$ cat config.mk
export PLATFORM = sky130hd
export DESIGN_NAME = bf_pass_scheduler_flat
export DESIGN_NICKNAME = d
export VERILOG_FILES = /design/src/rtl/bf_pkg.sv /design/src/rtl/bf_pass_scheduler_if.sv /design/src/rtl/bf_copy_pipe.sv /design/src/rtl/bf_pass_scheduler.sv /design/src/flat_wrapper.sv
export SDC_FILE = /design/constraint.sdc
export NUM_CORES = 1
export LEC_CHECK = 0
export BUFFER_PORTS_ARGS = -buffer_cell sky130_fd_sc_hd__buf_2
export CAP_MARGIN = 5
export CORE_ASPECT_RATIO = 0.8
export CORE_MARGIN = 5
export CORE_UTILIZATION = 50
export CTS_CLUSTER_DIAMETER = 80
export DETAILED_ROUTE_END_ITERATION = 10
export PLACE_DENSITY_LB_ADDON = 0.25
export SLEW_MARGIN = 20
export SYNTH_ARGS = -nofsm -noshare
export SYNTH_HDL_FRONTEND = slang
export SYNTH_HIERARCHICAL = 1
export SYNTH_SLANG_ARGS = --single-unit
$ cat constraint.sdc
create_clock -name clock -period 6.4 [get_ports clock]
set_input_delay 0.32 -clock clock [delete_from_list [all_inputs] [get_ports clock]]
set_output_delay 0.32 -clock clock [all_outputs]
set_load 0.1 [all_outputs]
$ cat src/rtl/bf_pkg.sv
// Shared types and constants for the Bellman-Ford pass scheduler.
// Field positions describe the node record held in each working-memory word.
package bf_pkg;

    localparam int BF_ADDR_W = 13;
    localparam int BF_DATA_W = 128;

    localparam int INF_BIT = 127;
    localparam int DIST_HI = 126;
    localparam int DIST_LO = 119;
    localparam int PRED_HI = 118;
    localparam int PRED_LO = 111;
    localparam int FLAG_HI = 110;
    localparam int FLAG_LO = 107;
    localparam int NEG_BIT = 106;

    typedef enum logic [2:0] {
        S_IDLE   = 3'd0,
        S_LAUNCH = 3'd1,
        S_WAIT   = 3'd2,
        S_EVAL   = 3'd3,
        S_COPY   = 3'd4,
        S_DRAIN  = 3'd5,
        S_DONE   = 3'd6
    } state_e;

endpackage

$ cat src/rtl/bf_pass_scheduler_if.sv
// Control, engine handshake and memory ports of the pass scheduler.
// The scheduler uses the slave view; whoever drives it uses master.
interface bf_pass_scheduler_if import bf_pkg::*; #(
    parameter int ADDR_W = BF_ADDR_W,
    parameter int DATA_W = BF_DATA_W
);
    logic              start;
    logic [7:0]        num_nodes;
    logic              busy;
    logic              done;
    logic              neg_cycle;
    logic [7:0]        pass_count;
    logic              eng_start;
    logic              eng_done;
    logic              eng_update;
    logic [ADDR_W-1:0] WMAR;
    logic [DATA_W-1:0] WMDR;
    logic [ADDR_W-1:0] OMWAR;
    logic [DATA_W-1:0] OMWDR;
    logic              OMWE;

    modport slave (
        input  start, num_nodes, eng_done, eng_update, WMDR,
        output busy, done, neg_cycle, pass_count, eng_start,
               WMAR, OMWAR, OMWDR, OMWE
    );

    modport master (
        output start, num_nodes, eng_done, eng_update, WMDR,
        input  busy, done, neg_cycle, pass_count, eng_start,
               WMAR, OMWAR, OMWDR, OMWE
    );
endinterface

$ cat src/rtl/bf_copy_pipe.sv
// Issues WM addresses 1..N one per cycle and delays each by RD_LAT cycles
// so the OM write lines up with the returning read data.
module bf_copy_pipe #(
    parameter int ADDR_W = 13,
    parameter int RD_LAT = 2
) (
    input  logic              clock,
    input  logic              reset,
    input  logic              i_go,
    input  logic [7:0]        i_n,
    output logic              o_issue_last,
    output logic              o_empty,
    output logic [ADDR_W-1:0] o_wmar,
    output logic [ADDR_W-1:0] o_omwar,
    output logic              o_omwe
);
    logic                           r_active;
    logic [7:0]                     r_k;
    logic [RD_LAT:1]                r_vld;
    logic [RD_LAT:1][ADDR_W-1:0]    r_adr;

    always_ff @(posedge clock or negedge reset) begin
        if (!reset) begin
            r_active <= 1'b0;
            r_k      <= '0;
            r_vld    <= '0;
            r_adr    <= '0;
        end else begin
            if (i_go) begin
                r_active <= 1'b1;
                r_k      <= 8'd1;
            end else if (r_active) begin
                if (r_k == i_n) r_active <= 1'b0;
                else            r_k      <= r_k + 8'd1;
            end
            // Address stages load only behind a valid beat, so the last
            // stage holds the most recent OM address between writes.
            r_vld[1] <= r_active;
            if (r_active) r_adr[1] <= ADDR_W'(r_k - 8'd1);
            for (int i = 2; i <= RD_LAT; i++) begin
                r_vld[i] <= r_vld[i-1];
                if (r_vld[i-1]) r_adr[i] <= r_adr[i-1];
            end
        end
    end

    // Empty means nothing is queued behind the beat now in the final stage.
    always_comb begin
        o_empty = !r_active;
        for (int i = 1; i < RD_LAT; i++) begin
            if (r_vld[i]) o_empty = 1'b0;
        end
    end

    assign o_issue_last = r_active && (r_k == i_n);
    assign o_wmar       = r_active ? ADDR_W'(r_k) : '0;
    assign o_omwar      = r_adr[RD_LAT];
    assign o_omwe       = r_vld[RD_LAT];

endmodule

$ cat src/rtl/bf_pass_scheduler.sv
// Runs relaxation passes until one makes no update or N passes complete,
// then copies node records 1..N from working memory to output memory.
module bf_pass_scheduler import bf_pkg::*; #(
    parameter int ADDR_W = BF_ADDR_W,
    parameter int DATA_W = BF_DATA_W,
    parameter int RD_LAT = 2
) (
    input  logic                clock,
    input  logic                reset,
    bf_pass_scheduler_if.slave  bus
);
    localparam logic [DATA_W-1:0] REC_MASK =
        {{(DATA_W-FLAG_LO){1'b1}}, {FLAG_LO{1'b0}}};

    state_e            r_state, w_next;
    logic [7:0]        r_n;
    logic [7:0]        r_pass;
    logic [7:0]        w_pass_inc;
    logic              r_changed;
    logic              r_neg;
    logic              w_go;
    logic              w_issue_last;
    logic              w_empty;
    logic              w_omwe;
    logic [DATA_W-1:0] w_rec;
    logic [DATA_W-1:0] r_omwdr;

    always_comb begin
        w_next     = r_state;
        w_go       = 1'b0;
        w_pass_inc = (r_pass == 8'hFF) ? r_pass : r_pass + 8'd1;
        case (r_state)
            S_IDLE, S_DONE: begin
                if (bus.start) w_next = (bus.num_nodes == 8'd0) ? S_DONE : S_LAUNCH;
            end
            S_LAUNCH: w_next = S_WAIT;
            S_WAIT: begin
                if (bus.eng_done) w_next = S_EVAL;
            end
            S_EVAL: begin
                if (!r_changed || w_pass_inc == r_n) begin
                    w_next = S_COPY;
                    w_go   = 1'b1;
                end else begin
                    w_next = S_LAUNCH;
                end
            end
            S_COPY: begin
                if (w_issue_last) w_next = S_DRAIN;
            end
            S_DRAIN: begin
                if (w_empty) w_next = S_DONE;
            end
            default: w_next = S_IDLE;
        endcase
    end

    always_ff @(posedge clock or negedge reset) begin
        if (!reset) begin
            r_state   <= S_IDLE;
            r_n       <= '0;
            r_pass    <= '0;
            r_changed <= 1'b0;
            r_neg     <= 1'b0;
            r_omwdr   <= '0;
        end else begin
            r_state <= w_next;
            case (r_state)
                S_IDLE, S_DONE: begin
                    if (bus.start) begin
                        r_n       <= bus.num_nodes;
                        r_pass    <= '0;
                        r_changed <= 1'b0;
                        r_neg     <= 1'b0;
                    end
                end
                // An update coinciding with eng_done still belongs to this pass.
                S_WAIT: begin
                    if (bus.eng_update) r_changed <= 1'b1;
                end
                S_EVAL: begin
                    r_pass <= w_pass_inc;
                    if (r_changed && w_pass_inc == r_n) r_neg     <= 1'b1;
                    if (w_next == S_LAUNCH)             r_changed <= 1'b0;
                end
                default: ;
            endcase
            if (w_omwe) r_omwdr <= w_rec;
        end
    end

    bf_copy_pipe #(
        .ADDR_W (ADDR_W),
        .RD_LAT (RD_LAT)
    ) u_copy (
        .clock        (clock),
        .reset        (reset),
        .i_go         (w_go),
        .i_n          (r_n),
        .o_issue_last (w_issue_last),
        .o_empty      (w_empty),
        .o_wmar       (bus.WMAR),
        .o_omwar      (bus.OMWAR),
        .o_omwe       (w_omwe)
    );

    // Keep the record fields, stamp the run's negative-cycle verdict, zero the rest.
    assign w_rec = (bus.WMDR & REC_MASK) | (DATA_W'(r_neg) << NEG_BIT);

    assign bus.OMWE       = w_omwe;
    assign bus.OMWDR      = w_omwe ? w_rec : r_omwdr;
    assign bus.eng_start  = (r_state == S_LAUNCH);
    assign bus.done       = (r_state == S_DONE);
    assign bus.busy       = (r_state == S_LAUNCH) || (r_state == S_WAIT) ||
                            (r_state == S_EVAL)   || (r_state == S_COPY) ||
                            (r_state == S_DRAIN);
    assign bus.neg_cycle  = r_neg;
    assign bus.pass_count = r_pass;

endmodule

$ cat src/flat_wrapper.sv
// flat-port wrapper written by rule: the top's interface ports become plain ports
module bf_pass_scheduler_flat import bf_pkg::*;
#(
    parameter int ADDR_W = BF_ADDR_W,
    parameter int DATA_W = BF_DATA_W,
    parameter int RD_LAT = 2
)
  (clock, reset, bus_start, bus_num_nodes, bus_eng_done, bus_eng_update, bus_WMDR, bus_busy, bus_done, bus_neg_cycle, bus_pass_count, bus_eng_start, bus_WMAR, bus_OMWAR, bus_OMWDR, bus_OMWE);
  bf_pass_scheduler_if #(.ADDR_W(ADDR_W), .DATA_W(DATA_W)) bus_i ();
  input  logic clock;
  input  logic reset;
  input wire logic [$bits(bus_i.start)-1:0] bus_start;
  input wire logic [$bits(bus_i.num_nodes)-1:0] bus_num_nodes;
  input wire logic [$bits(bus_i.eng_done)-1:0] bus_eng_done;
  input wire logic [$bits(bus_i.eng_update)-1:0] bus_eng_update;
  input wire logic [$bits(bus_i.WMDR)-1:0] bus_WMDR;
  output wire logic [$bits(bus_i.busy)-1:0] bus_busy;
  output wire logic [$bits(bus_i.done)-1:0] bus_done;
  output wire logic [$bits(bus_i.neg_cycle)-1:0] bus_neg_cycle;
  output wire logic [$bits(bus_i.pass_count)-1:0] bus_pass_count;
  output wire logic [$bits(bus_i.eng_start)-1:0] bus_eng_start;
  output wire logic [$bits(bus_i.WMAR)-1:0] bus_WMAR;
  output wire logic [$bits(bus_i.OMWAR)-1:0] bus_OMWAR;
  output wire logic [$bits(bus_i.OMWDR)-1:0] bus_OMWDR;
  output wire logic [$bits(bus_i.OMWE)-1:0] bus_OMWE;
  assign bus_i.start = bus_start;
  assign bus_i.num_nodes = bus_num_nodes;
  assign bus_i.eng_done = bus_eng_done;
  assign bus_i.eng_update = bus_eng_update;
  assign bus_i.WMDR = bus_WMDR;
  assign bus_busy = bus_i.busy;
  assign bus_done = bus_i.done;
  assign bus_neg_cycle = bus_i.neg_cycle;
  assign bus_pass_count = bus_i.pass_count;
  assign bus_eng_start = bus_i.eng_start;
  assign bus_WMAR = bus_i.WMAR;
  assign bus_OMWAR = bus_i.OMWAR;
  assign bus_OMWDR = bus_i.OMWDR;
  assign bus_OMWE = bus_i.OMWE;
  bf_pass_scheduler #(.ADDR_W(ADDR_W), .DATA_W(DATA_W), .RD_LAT(RD_LAT)) u_core (.clock(clock), .reset(reset), .bus(bus_i));
endmodule
==> results.sh, run 1 <==
export IMPL_use_met2_pct=26.1
export IMPL_maxCapViolCount=0
export IMPL_fin_worst_hold_slack_ns=-0.00780
export IMPL_final_common_cell="buf_2"
export IMPL_synthTopCellsByArea="dfrtp_1 62%, nor2b_1 9.6%, mux2_2 6.2%, buf_4 2.1%, xnor2_1 2.1%"
export IMPL_ys_types=60
export IMPL_drive_above_1_share_pct=36.9
export IMPL_place_gp_congestion=0.843
export IMPL_postSynthAreaPerCell_um2=12.2
export IMPL_top_usage_layer="met2"
export IMPL_grt_usage_pct=17.8
export IMPL_worstMarginPinSlew_ns=0.921
export IMPL_p_leak_nw=4.39
export IMPL_start_util_pct=50.4
export IMPL_mostFrequentLayoutCells="194 x buf_2, 177 x dfrtp_1, 109 x nor2b_1"
export IMPL_synth_cells=583
export IMPL_die_width_um=144
export IMPL_vias=4747
export IMPL_ctsHoldBuffers=0
export IMPL_crit_type="register to register"
export IMPL_tritoncts="yes"
export IMPL_tns_ns=0
export IMPL_wl_mm=14.9
export IMPL_clk_latency_ns=0.42
export IMPL_outcome="finished, violations left"
export IMPL_gr_usage_met3_pct=5.52
export IMPL_async_flop_share_pct=100
export IMPL_fillers=1151
export IMPL_ys_seq_area_share_pct=62.4
export IMPL_seq_area_um2=4460
export IMPL_cp_required_ns=6.69
export IMPL_core_um2=14200
export IMPL_synth_fa_ha_area_share_pct=0.526
export IMPL_synth_compound_area_share_pct=5.28
export IMPL_drc=0
export IMPL_cts_buffer_depth=2
export IMPL_ys_seq_elements=178
export IMPL_setup_violations_final=0
export IMPL_overflow=0
export IMPL_worstPathArrival_ns=3.70
export IMPL_max_slew_margin_pct=38.6
export IMPL_ant_nets=0
export IMPL_dr_pass1_iters=4
export IMPL_grt_pass1_vias=4586
export IMPL_dp_hpwl_mm=10.5
export IMPL_start_kind="register"
export IMPL_path_max_fanout=9
export IMPL_fin_nets=896
export IMPL_grt_pass1_wl_mm=23.4
export IMPL_synth_edf_count=0
export IMPL_synth_area_leader_cell="dfrtp_1"
export IMPL_yosys_warnings=6
export IMPL_row_count=39
export IMPL_wl_per_cell_um=15.6
export IMPL_ir_drop_mv=0.411
export IMPL_violations="hold timing"
export IMPL_cts_resized_gates=0
export IMPL_muxShareOfSynthArea_pct=6.59
export IMPL_power_density_nw_per_um2=490
export IMPL_clkSlewWorstSetupHoldPaths_ns=0.07
export IMPL_synth_ff_type="dfrtp_1"
export IMPL_grt_max_degree=107
export IMPL_port_buffers=195
export IMPL_fin_crit_ns=3.41
export IMPL_grt_use_met1_pct=25.4
export IMPL_die_area_um2=16800
export IMPL_vias_per_cell=5.00
export IMPL_areaGrowthSynthToFinish_pct=21.7
export IMPL_fmax_mhz=293
export IMPL_synth_area_um2=7140
export IMPL_netlist_area_leader_share_pct=62.4
export IMPL_synth_top_family_by_area="simple AND/OR/NAND/NOR gates"
export IMPL_antenna_found_initial=0
export IMPL_slew_viol_final=0
export IMPL_fin_crit_sh_pct=53.3
export IMPL_hp_class="input port to async pin"
export IMPL_die_h_um=117
export IMPL_cts_buffers=17
export IMPL_final_hold_viol_count=4
export IMPL_h_tree_depth=4
export IMPL_multi_input_area_um2=2390
export IMPL_first_iter_violations=336
export IMPL_synthXorXnorAreaFrac_pct=2.70
export IMPL_yosys_area_share_simple_pct=18.1
export IMPL_pin_count=308
export IMPL_cp_end_kind="register"
export IMPL_postCtsSetupRepairBufs=0
export IMPL_grt_setup_unrepaired="no"
export IMPL_antenna_cells=0
export IMPL_clock_sinks=178
export IMPL_root_buffer="clkbuf_16"
export IMPL_fin_worst_skew_ns=0.00629
## cells in the mapped netlist (2+ instances only)
master	count
o22ai_1	3
dfrtp_1	178
a31oi_1	6
and3_2	2
nor2_1	26
nor3_1	13
and2_1	8
mux2i_1	2
mux2_2	39
o41ai_1	2
a211oi_1	3
or2_2	2
nand3_1	7
buf_2	7
or4_1	2
inv_1	8
a21oi_1	17
clkbuf_1	24
ha_1	3
nand2b_1	2
nor3b_1	4
buf_4	20
nor4_1	4
xor2_1	5
o21ai_0	14
nand4_1	3
xnor2_1	17
nor2b_1	109
nand4_2	2
or3_1	2
nand2_1	20
## report_power, final
group	total, W	leakage [nW]	switching (W)	internal [W]
clock	0.000997	0.273	0.000449	0.000548
combinational	0.00172	1.75	0.00130	0.000419
sequential	0.00154	2.37	0.000238	0.00130
total	0.00426	4.39	0.00199	0.00227
## per-stage QoR
| step | util, % | power, W | cell area (µm²) | cells | worst slack [ns] |
|---|---|---|---|---|---|
| floorplan | - | 0.00304 | 7150 | 587 | 2.93 |
| global placement | 57.3 | 0.00325 | 8110 | 917 | 3.12 |
| detailed placement | 57.3 | 0.00329 | 8110 | 917 | 3.06 |
| CTS | 61.4 | 0.00430 | 8690 | 949 | 3.01 |
| global route | 61.4 | 0.00446 | 8690 | 949 | 2.65 |
| finish | 61.4 | 0.00426 | 8690 | 949 | 2.99 |
## logic make-up (layout without fill, tap and decap cells)
kind of cell	Yosys count	in the layout
xor+xnor	22	22
buf+inv	60	238
mux	42	42
other cells	1	5
flops	178	178
compound gates	60	60
fa+ha+maj	3	3
simple gates	217	217
## layout make-up
type                    instances  share of cell area [%]
inverters                       8                   0.346
multi-input cells             349                    27.5
flip-flops and latches        178                    51.3
clock inverters                15                    1.70
clock buffers                  17                    4.90
well taps                     184                    2.65
repair buffers                198                    11.6
## routing by layer
metal | vias to the layer above | wire [µm]
li1 | 2278 | -
met1 | 2274 | 6890
met2 | 172 | 6630
met3 | 23 | 1050
met4 | 0 | 278
met5 | - | 0
## final timing paths
check                                                     startpoint                          endpoint  slack (ns)  depth (start not counted)
min in group clock                                  bus_num_nodes[4]         u_core/r_n[4]$_DFFE_PN0P_        0.13                          3
worst max register to register  u_core/bus.pass_count[0]$_DFFE_PN0P_  u_core/u_copy/r_k[5]$_DFFE_PN0P_        2.99                         10
worst min register to register         u_core/r_omwdr[113]$_DFF_PN0_     u_core/r_omwdr[113]$_DFF_PN0_        0.49                          1
max in group asynchronous                                      reset     u_core/r_omwdr[108]$_DFF_PN0_        4.99                          2
worst max-delay path            u_core/bus.pass_count[0]$_DFFE_PN0P_  u_core/u_copy/r_k[5]$_DFFE_PN0P_        2.99                         10
worst min-delay path                                           reset      u_core/r_omwdr[23]$_DFF_PN0_      -0.008                          1
## worst max-delay path, cell delays in order, from the launching register on
cell and delay, ns:
dfrtp_1 0.47, ha_1 0.40, nand2_1 0.16, or4_1 0.42, a41o_1 0.28, nor4b_4 0.28, nand4bb_2 0.20, a21oi_1 0.62
inv_1 0.17, o311ai_0 0.15, o41ai_1 0.13
## registers in the layout (all words and copies together) (netlist names)
| signal | cells |
|---|---|
| u_core/u_copy/r_adr | 9 |
| u_core/r_omwdr | 128 |
| u_core/u_copy/o_omwar | 9 |
| u_core/u_copy/r_active | 1 |
| u_core/r_changed | 1 |
| u_core/r_n | 8 |
| u_core/u_copy/r_vld | 2 |
| u_core/u_copy/r_k | 8 |
| u_core/bus.neg_cycle | 1 |
| u_core/r_state | 3 |
| u_core/bus.pass_count | 8 |
Power figures use the tool's default switching activity.
==> inputs of run 2 (changes only) <==
- ABC_AREA: default -> 1
- CORE_UTILIZATION: 50 -> 48
- clock period: 6.4 -> 3.27 ns (I/O delays scaled with it)
==> run 2 against run 1 <==
Net effect: the run now ends clean; non-clock buffer count increased by 25; cell area increased by 6.7%; largest cell class unchanged; utilization increased by 0.15 points; first-iteration DRC count increased by 6.3%; cell count increased by 27%; critical path depth increased by 9; critical path type unchanged; via count increased by 16%; maximum frequency increased by 20%; sequential cell count unchanged.
==> results.sh, run 2 <==
export IMPL_cp_end_kind="register"
export IMPL_cp_required_ns=3.63
export IMPL_vias=5495
export IMPL_start_util_pct=49.2
export IMPL_fin_worst_skew_ns=0.00826
export IMPL_drive_above_1_share_pct=29.1
export IMPL_ys_seq_area_share_pct=60.1
export IMPL_dp_hpwl_mm=11.7
export IMPL_p_int_w=0.00434
export IMPL_synth_area_leader_cell="dfrtp_1"
export IMPL_slowest_stage="dfrtp_1"
export IMPL_postCtsSetupRepairBufs=0
export IMPL_ys_seq_elements=178
export IMPL_wl_per_cell_um=13.9
export IMPL_r2r_start="u_core/bus.pass_count[0]$_DFFE_PN0P_"
export IMPL_p_leak_nw=4.90
export IMPL_setup_slack_ns=0.434
export IMPL_p_sw_w=0.00384
export IMPL_worstMarginPinSlew_ns=0.935
export IMPL_place_gp_congestion=0.834
export IMPL_max_slew_margin_pct=37.7
export IMPL_cts_resized_gates=0
export IMPL_ctsHoldBuffers=23
export IMPL_comb_power_share_pct=39.3
export IMPL_synth_area_um2=7410
export IMPL_antenna_cells=0
export IMPL_place_ws_ns=0.508
export IMPL_root_buffer="clkbuf_16"
export IMPL_clkSlewWorstSetupHoldPaths_ns=0.07
export IMPL_r2r_slack_ns=0.43
export IMPL_die_h_um=121
export IMPL_wl_mm=16.7
export IMPL_grt_usage_pct=18.6
export IMPL_slew_viol_final=0
export IMPL_ys_types=36
export IMPL_crit_family="simple AND/OR/NAND/NOR gates"
export IMPL_worstPathArrival_ns=3.19
export IMPL_power_density_nw_per_um2=882
export IMPL_synthTopCellsByArea="dfrtp_1 60%, inv_1 7.8%, nor2_1 6.8%, nand2_1 5.4%, mux2_2 4.6%"
export IMPL_setup_violations_final=0
export IMPL_cp_cell_sequence="ha_1 -> nand2_4 -> nor2_4 -> nand2_2 -> nand2_1 -> nand2_1 -> nand2_1 -> nand2_1 -> nand2_1 -> nor2_1 -> nand2_1 -> nand2_1 -> nand2_2 -> inv_1 -> inv_1 -> o21ai_0 -> a21oi_1 -> nand3_1 -> nand2_1"
export IMPL_clock_sinks=178
export IMPL_grt_pass1_wl_mm=26.9
export IMPL_grt_setup_unrepaired="no"
export IMPL_fin_crit_ns=2.84
export IMPL_hp_class="input port to register"
export IMPL_fin_area_um2=9270
export IMPL_first_iter_violations=357
export IMPL_cts_buffer_depth=2
export IMPL_synth_edf_count=0
export IMPL_grt_max_degree=87
export IMPL_die_area_um2=18000
export IMPL_antenna_found_initial=0
export IMPL_min_to="u_core/r_n[6]$_DFFE_PN0P_"
export IMPL_port_buffers=195
export IMPL_overflow=0
export IMPL_h_tree_depth=4
export IMPL_ant_nets=0
export IMPL_placed_area_um2=8430
export IMPL_final_hold_viol_count=0
export IMPL_largest_reg_flops=128
export IMPL_top_layer_used="met4"
export IMPL_synth_common_cells="178 x dfrtp_1, 153 x inv_1, 135 x nor2_1, 106 x nand2_1, 40 x nand3_1"
export IMPL_pin_count=308
export IMPL_grt_pass1_vias=5255
export IMPL_synth_most_common_cell="dfrtp_1"
export IMPL_top_register="u_core/r_omwdr"
export IMPL_p_clk_share_pct=24.8
export IMPL_crit_type="register to register"
export IMPL_die_width_um=149
export IMPL_cts_buffers=17
export IMPL_met2WireLength_mm=7.88
export IMPL_start_kind="register"
export IMPL_vias_per_cell=4.56
export IMPL_ir_drop_mv=0.735
export IMPL_synth_cells=780
export IMPL_synth_ff_type="dfrtp_1"
export IMPL_fin_nets=1125
export IMPL_drc=0
export IMPL_areaGrowthSynthToFinish_pct=25.1
export IMPL_swShare_pct=47.0
export IMPL_mostFrequentLayoutCells="194 x buf_2, 177 x dfrtp_1, 153 x inv_1"
export IMPL_whs_path_depth=3
export IMPL_critPathBufInv=2
export IMPL_row_count=40
export IMPL_tns_ns=0
export IMPL_clk_latency_ns=0.42
export IMPL_dr_pass1_iters=4
export IMPL_regToRegEndpoint="u_core/u_copy/r_k[3]$_DFFE_PN0P_"
export IMPL_outcome="finished, final reports clean"
export IMPL_path_max_fanout=16
export IMPL_netlist_area_leader_share_pct=60.1
export IMPL_dr_wl_met3_mm=1.19
export IMPL_maxCapViolCount=0
export IMPL_final_common_cell="buf_2"
export IMPL_seqPwrFrac_pct=35.9
export IMPL_critPathMaxStageDelay_ns=0.45
export IMPL_async_flop_share_pct=100
export IMPL_fmax_mhz=353
export IMPL_critPathMostFrequentCell="nand2_1"
export IMPL_fin_crit_sh_pct=86.7
export IMPL_core_um2=15100
export IMPL_hold_start="bus_num_nodes[6]"
export IMPL_yosys_warnings=6
export IMPL_postSynthAreaPerCell_um2=9.50
export IMPL_reg2reg_depth=19
export IMPL_wl_met1_mm=7.52
export IMPL_tritoncts="yes"
==> run 2: cell types whose count changed in the layout (fill, tap and decap cells not counted), moves of 8 or more <==
cell	previous run	this run
dlygate4sd3_1	0	23
xnor2_1	17	5
nand3_1	7	40
o21ai_0	14	22
mux2_2	39	30
nand2_1	20	106
nor2b_1	109	0
inv_1	8	153
nor2_1	26	135
a21oi_1	17	6
and2_1	8	0
==> run 2: kinds of logic (layout without fill, tap and decap cells) <==
kind of cell    after synthesis  count (layout)  share of synthesized area (%)
xor+xnor                     11              11                           1.71
simple gates                313             313                           18.2
flops                       178             178                           60.1
other cells                   1               5                         0.0506
fa+ha+maj                     3               3                          0.507
compound gates               40              40                           2.90
mux                          30              30                           4.56
buf+inv                     204             414                           12.0
==> run 2: worst register-to-register path, cell delays in order (launching register included) <==
cell and delay (ns):
dfrtp_1 0.45, ha_1 0.32, nand2_4 0.09, nor2_4 0.10
nand2_2 0.18, nand2_1 0.14, nand2_1 0.07, nand2_1 0.06
nand2_1 0.05, nand2_1 0.06, nor2_1 0.04, nand2_1 0.10
nand2_1 0.08, nand2_2 0.10, inv_1 0.08, inv_1 0.36
o21ai_0 0.17, a21oi_1 0.16, nand3_1 0.09, nand2_1 0.07
==> run 2: cell type report <==
class	instances	area (µm²)
Timing Repair Buffer	223	1260
Clock inverter	14	165
Tap cell	210	263
Fill cell	1237	5800
Multi-Input combinational cell	402	2080
Clock buffer	18	439
Inverter	159	597
Sequential cell	178	4460
==> run 2: worst max path at each step <==
stage,cells after the start,to,startpoint,slack [ns]
after detailed placement,19,u_core/u_copy/r_k[3]$_DFFE_PN0P_,u_core/bus.pass_count[0]$_DFFE_PN0P_,0.51
after CTS,19,u_core/u_copy/r_k[3]$_DFFE_PN0P_,u_core/bus.pass_count[0]$_DFFE_PN0P_,0.47
after floorplan,4,u_core/r_omwdr[100]$_DFF_PN0_,u_core/u_copy/r_vld[2]$_DFF_PN0_,0.19
final,19,u_core/u_copy/r_k[3]$_DFFE_PN0P_,u_core/bus.pass_count[0]$_DFFE_PN0P_,0.43
after global routing,19,u_core/u_copy/r_k[3]$_DFFE_PN0P_,u_core/bus.pass_count[0]$_DFFE_PN0P_,0.14
after global placement,18,u_core/u_copy/r_k[6]$_DFFE_PN0P_,u_core/bus.pass_count[0]$_DFFE_PN0P_,0.51
==> run 2: metal layers <==
layer	global-route usage [%]	up-vias
met2	30.0	173
li1	-	2737
met3	4.97	13
met5	0	-
met1	25.2	2572
met4	4.52	0
==> run 2: per-stage QoR <==
step | hold WS [ns] | total power [W] | instances | util, %
final | 0.0212 | 0.00818 | 1204 | 61.5
after global routing | 0.0215 | 0.00858 | 1204 | 61.5
after CTS | 0.00195 | 0.00824 | 1204 | 61.5
after detailed placement | 0.154 | 0.00617 | 1149 | 56.0
after global placement | 0.155 | 0.00613 | 1149 | 56.0
after floorplan | -0.132 | 0.00572 | 784 | -
==> run 2: power groups by stage <==
stage	Clock (W)	Combinational, W	Sequential [W]
3_3_place_gp	0	0.00317	0.00297
2_1_floorplan	0	0.00290	0.00282
6_report	0.00203	0.00321	0.00293
3_5_place_dp	0	0.00320	0.00297
4_1_cts	0.00208	0.00323	0.00293
5_1_grt	0.00217	0.00341	0.00300
==> inputs of run 3 (changes only) <==
- CORE_ASPECT_RATIO: 0.8 -> 1.5
- SLEW_MARGIN: 20 -> default
==> run 3 against run 2 <==
Net effect: utilization down 0.074 points; cell area increased by 0.38%; largest cell class unchanged; register-to-register slack hardly changed; maximum frequency grew 0.13%; die area is 0.20% higher; largest power group unchanged; critical endpoint unchanged; non-clock buffer count up 4.
==> results.sh, run 3 (synthesis gave the netlist of run 2 again) <==
export IMPL_outcome="finished, final reports clean"
export IMPL_tritoncts="yes"
export IMPL_port_buffers=195
export IMPL_multi_input_area_um2=2080
export IMPL_vias=5442
export IMPL_start_kind="register"
export IMPL_fin_crit_ns=2.83
export IMPL_tns_ns=0
export IMPL_vias_per_cell=4.55
export IMPL_met2WireLength_mm=8.51
export IMPL_final_common_cell="buf_2"
export IMPL_antenna_found_initial=0
export IMPL_p_sw_w=0.00386
export IMPL_wl_per_cell_um=13.6
export IMPL_cts_buffers=17
export IMPL_worstPathArrival_ns=3.13
export IMPL_largest_reg_flops=128
export IMPL_hold_start="bus_num_nodes[3]"
export IMPL_top_layer_used="met4"
export IMPL_p_int_w=0.00443
export IMPL_maxCapViolCount=0
export IMPL_setup_violations_final=0
export IMPL_pin_count=308
export IMPL_top_register="u_core/r_omwdr"
export IMPL_dr_wl_met3_um=708
export IMPL_fin_worst_skew_ns=0.0145
export IMPL_fin_worst_hold_slack_ns=0.0397
export IMPL_regToRegEndpoint="u_core/u_copy/r_k[3]$_DFFE_PN0P_"
export IMPL_critPathMaxStageDelay_ns=0.47
export IMPL_fillers=1346
export IMPL_grt_setup_unrepaired="no"
export IMPL_clkSlewWorstSetupHoldPaths_ns=0.07
export IMPL_reg2reg_depth=18
export IMPL_antenna_cells=0
export IMPL_comb_power_share_pct=39.2
export IMPL_start_util_pct=48.9
export IMPL_dp_hpwl_mm=11.7
export IMPL_worstMarginPinSlew_ns=0.824
export IMPL_dpl_cell_count=1142
export IMPL_slew_viol_final=0
export IMPL_grt_max_degree=85
export IMPL_ant_nets=0
export IMPL_place_gp_congestion=0.879
export IMPL_crit_type="register to register"
export IMPL_fin_crit_sh_pct=86.6
export IMPL_dr_pass1_iters=5
export IMPL_ir_drop_mv=0.520
export IMPL_seqPwrFrac_pct=35.2
export IMPL_drc=0
export IMPL_row_count=55
export IMPL_max_slew_margin_pct=45.1
export IMPL_first_iter_violations=379
export IMPL_grt_pass1_wl_mm=27.6
export IMPL_p_total_w=0.00829
export IMPL_p_clk_share_pct=25.6
export IMPL_swShare_pct=46.5
export IMPL_cp_end_kind="register"
export IMPL_power_density_nw_per_um2=891
export IMPL_r2r_slack_ns=0.44
export IMPL_areaGrowthSynthToFinish_pct=25.6
export IMPL_h_tree_depth=4
export IMPL_die_area_um2=18100
export IMPL_whs_path_depth=3
export IMPL_wl_met1_mm=6.72
export IMPL_path_max_fanout=16
export IMPL_overflow=0
export IMPL_p_leak_nw=4.94
export IMPL_fmax_mhz=353
export IMPL_min_to="u_core/r_n[3]$_DFFE_PN0P_"
export IMPL_finalNonFillerCells=1197
export IMPL_grt_pass1_vias=5483
export IMPL_drive_above_1_share_pct=29.4
export IMPL_root_buffer="clkbuf_16"
export IMPL_die_width_um=111
export IMPL_critPathMostFrequentCell="nand2_1"
export IMPL_mostFrequentLayoutCells="194 x buf_2, 177 x dfrtp_1, 153 x inv_1"
export IMPL_core_um2=15100
export IMPL_clk_latency_ns=0.42
export IMPL_r2r_start="u_core/bus.pass_count[0]$_DFFE_PN0P_"
export IMPL_die_h_um=162
export IMPL_fin_nets=1129
export IMPL_cp_required_ns=3.57
export IMPL_cp_cell_sequence="ha_1 -> nand2_4 -> nor2_4 -> nand2_2 -> nand2_1 -> nand2_1 -> nand2_1 -> nand2_1 -> nand2_1 -> nor2_1 -> nand2_1 -> nand2_1 -> nand2_2 -> inv_1 -> inv_1 -> nand3_1 -> nand3_1 -> nand2_1"
export IMPL_grt_usage_pct=18.8
export IMPL_clock_sinks=178
export IMPL_final_hold_viol_count=0
export IMPL_hp_class="input port to register"
export IMPL_wl_mm=16.3
export IMPL_seq_area_um2=4460
export IMPL_slowest_stage="dfrtp_1"
export IMPL_cts_buffer_depth=2
-- run 3: power by group through the flow --
stage                     sequential [W]  clock (W)  combinational (W)
after floorplan                  0.00282          0            0.00290
after global placement           0.00295          0            0.00322
after detailed placement         0.00296          0            0.00325
after CTS                        0.00292    0.00218            0.00328
after global routing             0.00298    0.00228            0.00348
final                            0.00292    0.00212            0.00325
-- run 3: per-layer routing --
metal / vias up / GRT usage [%]
met2: 149 / 33.1
li1: 2743 / -
met1: 2521 / 23.0
met4: 0 / 6.59
met3: 29 / 3.69
met5: - / 0
-- run 3: worst max-delay path, delay by kind of cell, from the launching register on --
family        cells  cell delay (ns)
flops             1             0.47
buf+inv           2             0.43
fa+ha+maj         1             0.32
simple gates     15             1.51
-- run 3: final cells by class --
class                           instances  share of cell area (%)
Clock buffer                           18                    4.72
Clock inverter                         14                    1.98
Inverter                              159                    6.41
Multi-Input combinational cell        402                    22.4
Sequential cell                       178                    47.9
Tap cell                              199                    2.68
Timing Repair Buffer                  227                    13.9
-- run 3: repair_timing --
action,4_1_cts,5_1_grt
resized for setup,0,0
hold endpoints to repair,102,0
hold buffers,23,0
setup buffers,0,0
-- run 3: worst max-delay path by stage --
| stage | startpoint | to | slack, ns | cells after the start |
|---|---|---|---|---|
| 5_1_grt | u_core/bus.pass_count[0]$_DFFE_PN0P_ | u_core/u_copy/r_k[6]$_DFFE_PN0P_ | 0.16 | 18 |
| 3_3_place_gp | u_core/bus.pass_count[0]$_DFFE_PN0P_ | u_core/u_copy/r_k[3]$_DFFE_PN0P_ | 0.48 | 18 |
| 4_1_cts | u_core/bus.pass_count[0]$_DFFE_PN0P_ | u_core/u_copy/r_k[3]$_DFFE_PN0P_ | 0.46 | 18 |
| 6_report | u_core/bus.pass_count[0]$_DFFE_PN0P_ | u_core/u_copy/r_k[3]$_DFFE_PN0P_ | 0.44 | 18 |
| 3_5_place_dp | u_core/bus.pass_count[0]$_DFFE_PN0P_ | u_core/u_copy/r_k[3]$_DFFE_PN0P_ | 0.51 | 18 |
| 2_1_floorplan | u_core/u_copy/r_vld[2]$_DFF_PN0_ | u_core/r_omwdr[100]$_DFF_PN0_ | 0.19 | 4 |
-- run 3: per-stage QoR --
step           setup slack, ns  instance area, µm²  util, %
4_1_cts                  0.462                9300     61.5
5_1_grt                  0.156                9300     61.5
3_3_place_gp             0.483                8450     55.8
2_1_floorplan            0.189                7430        -
6_report                 0.438                9300     61.5
3_5_place_dp             0.508                8450     55.8
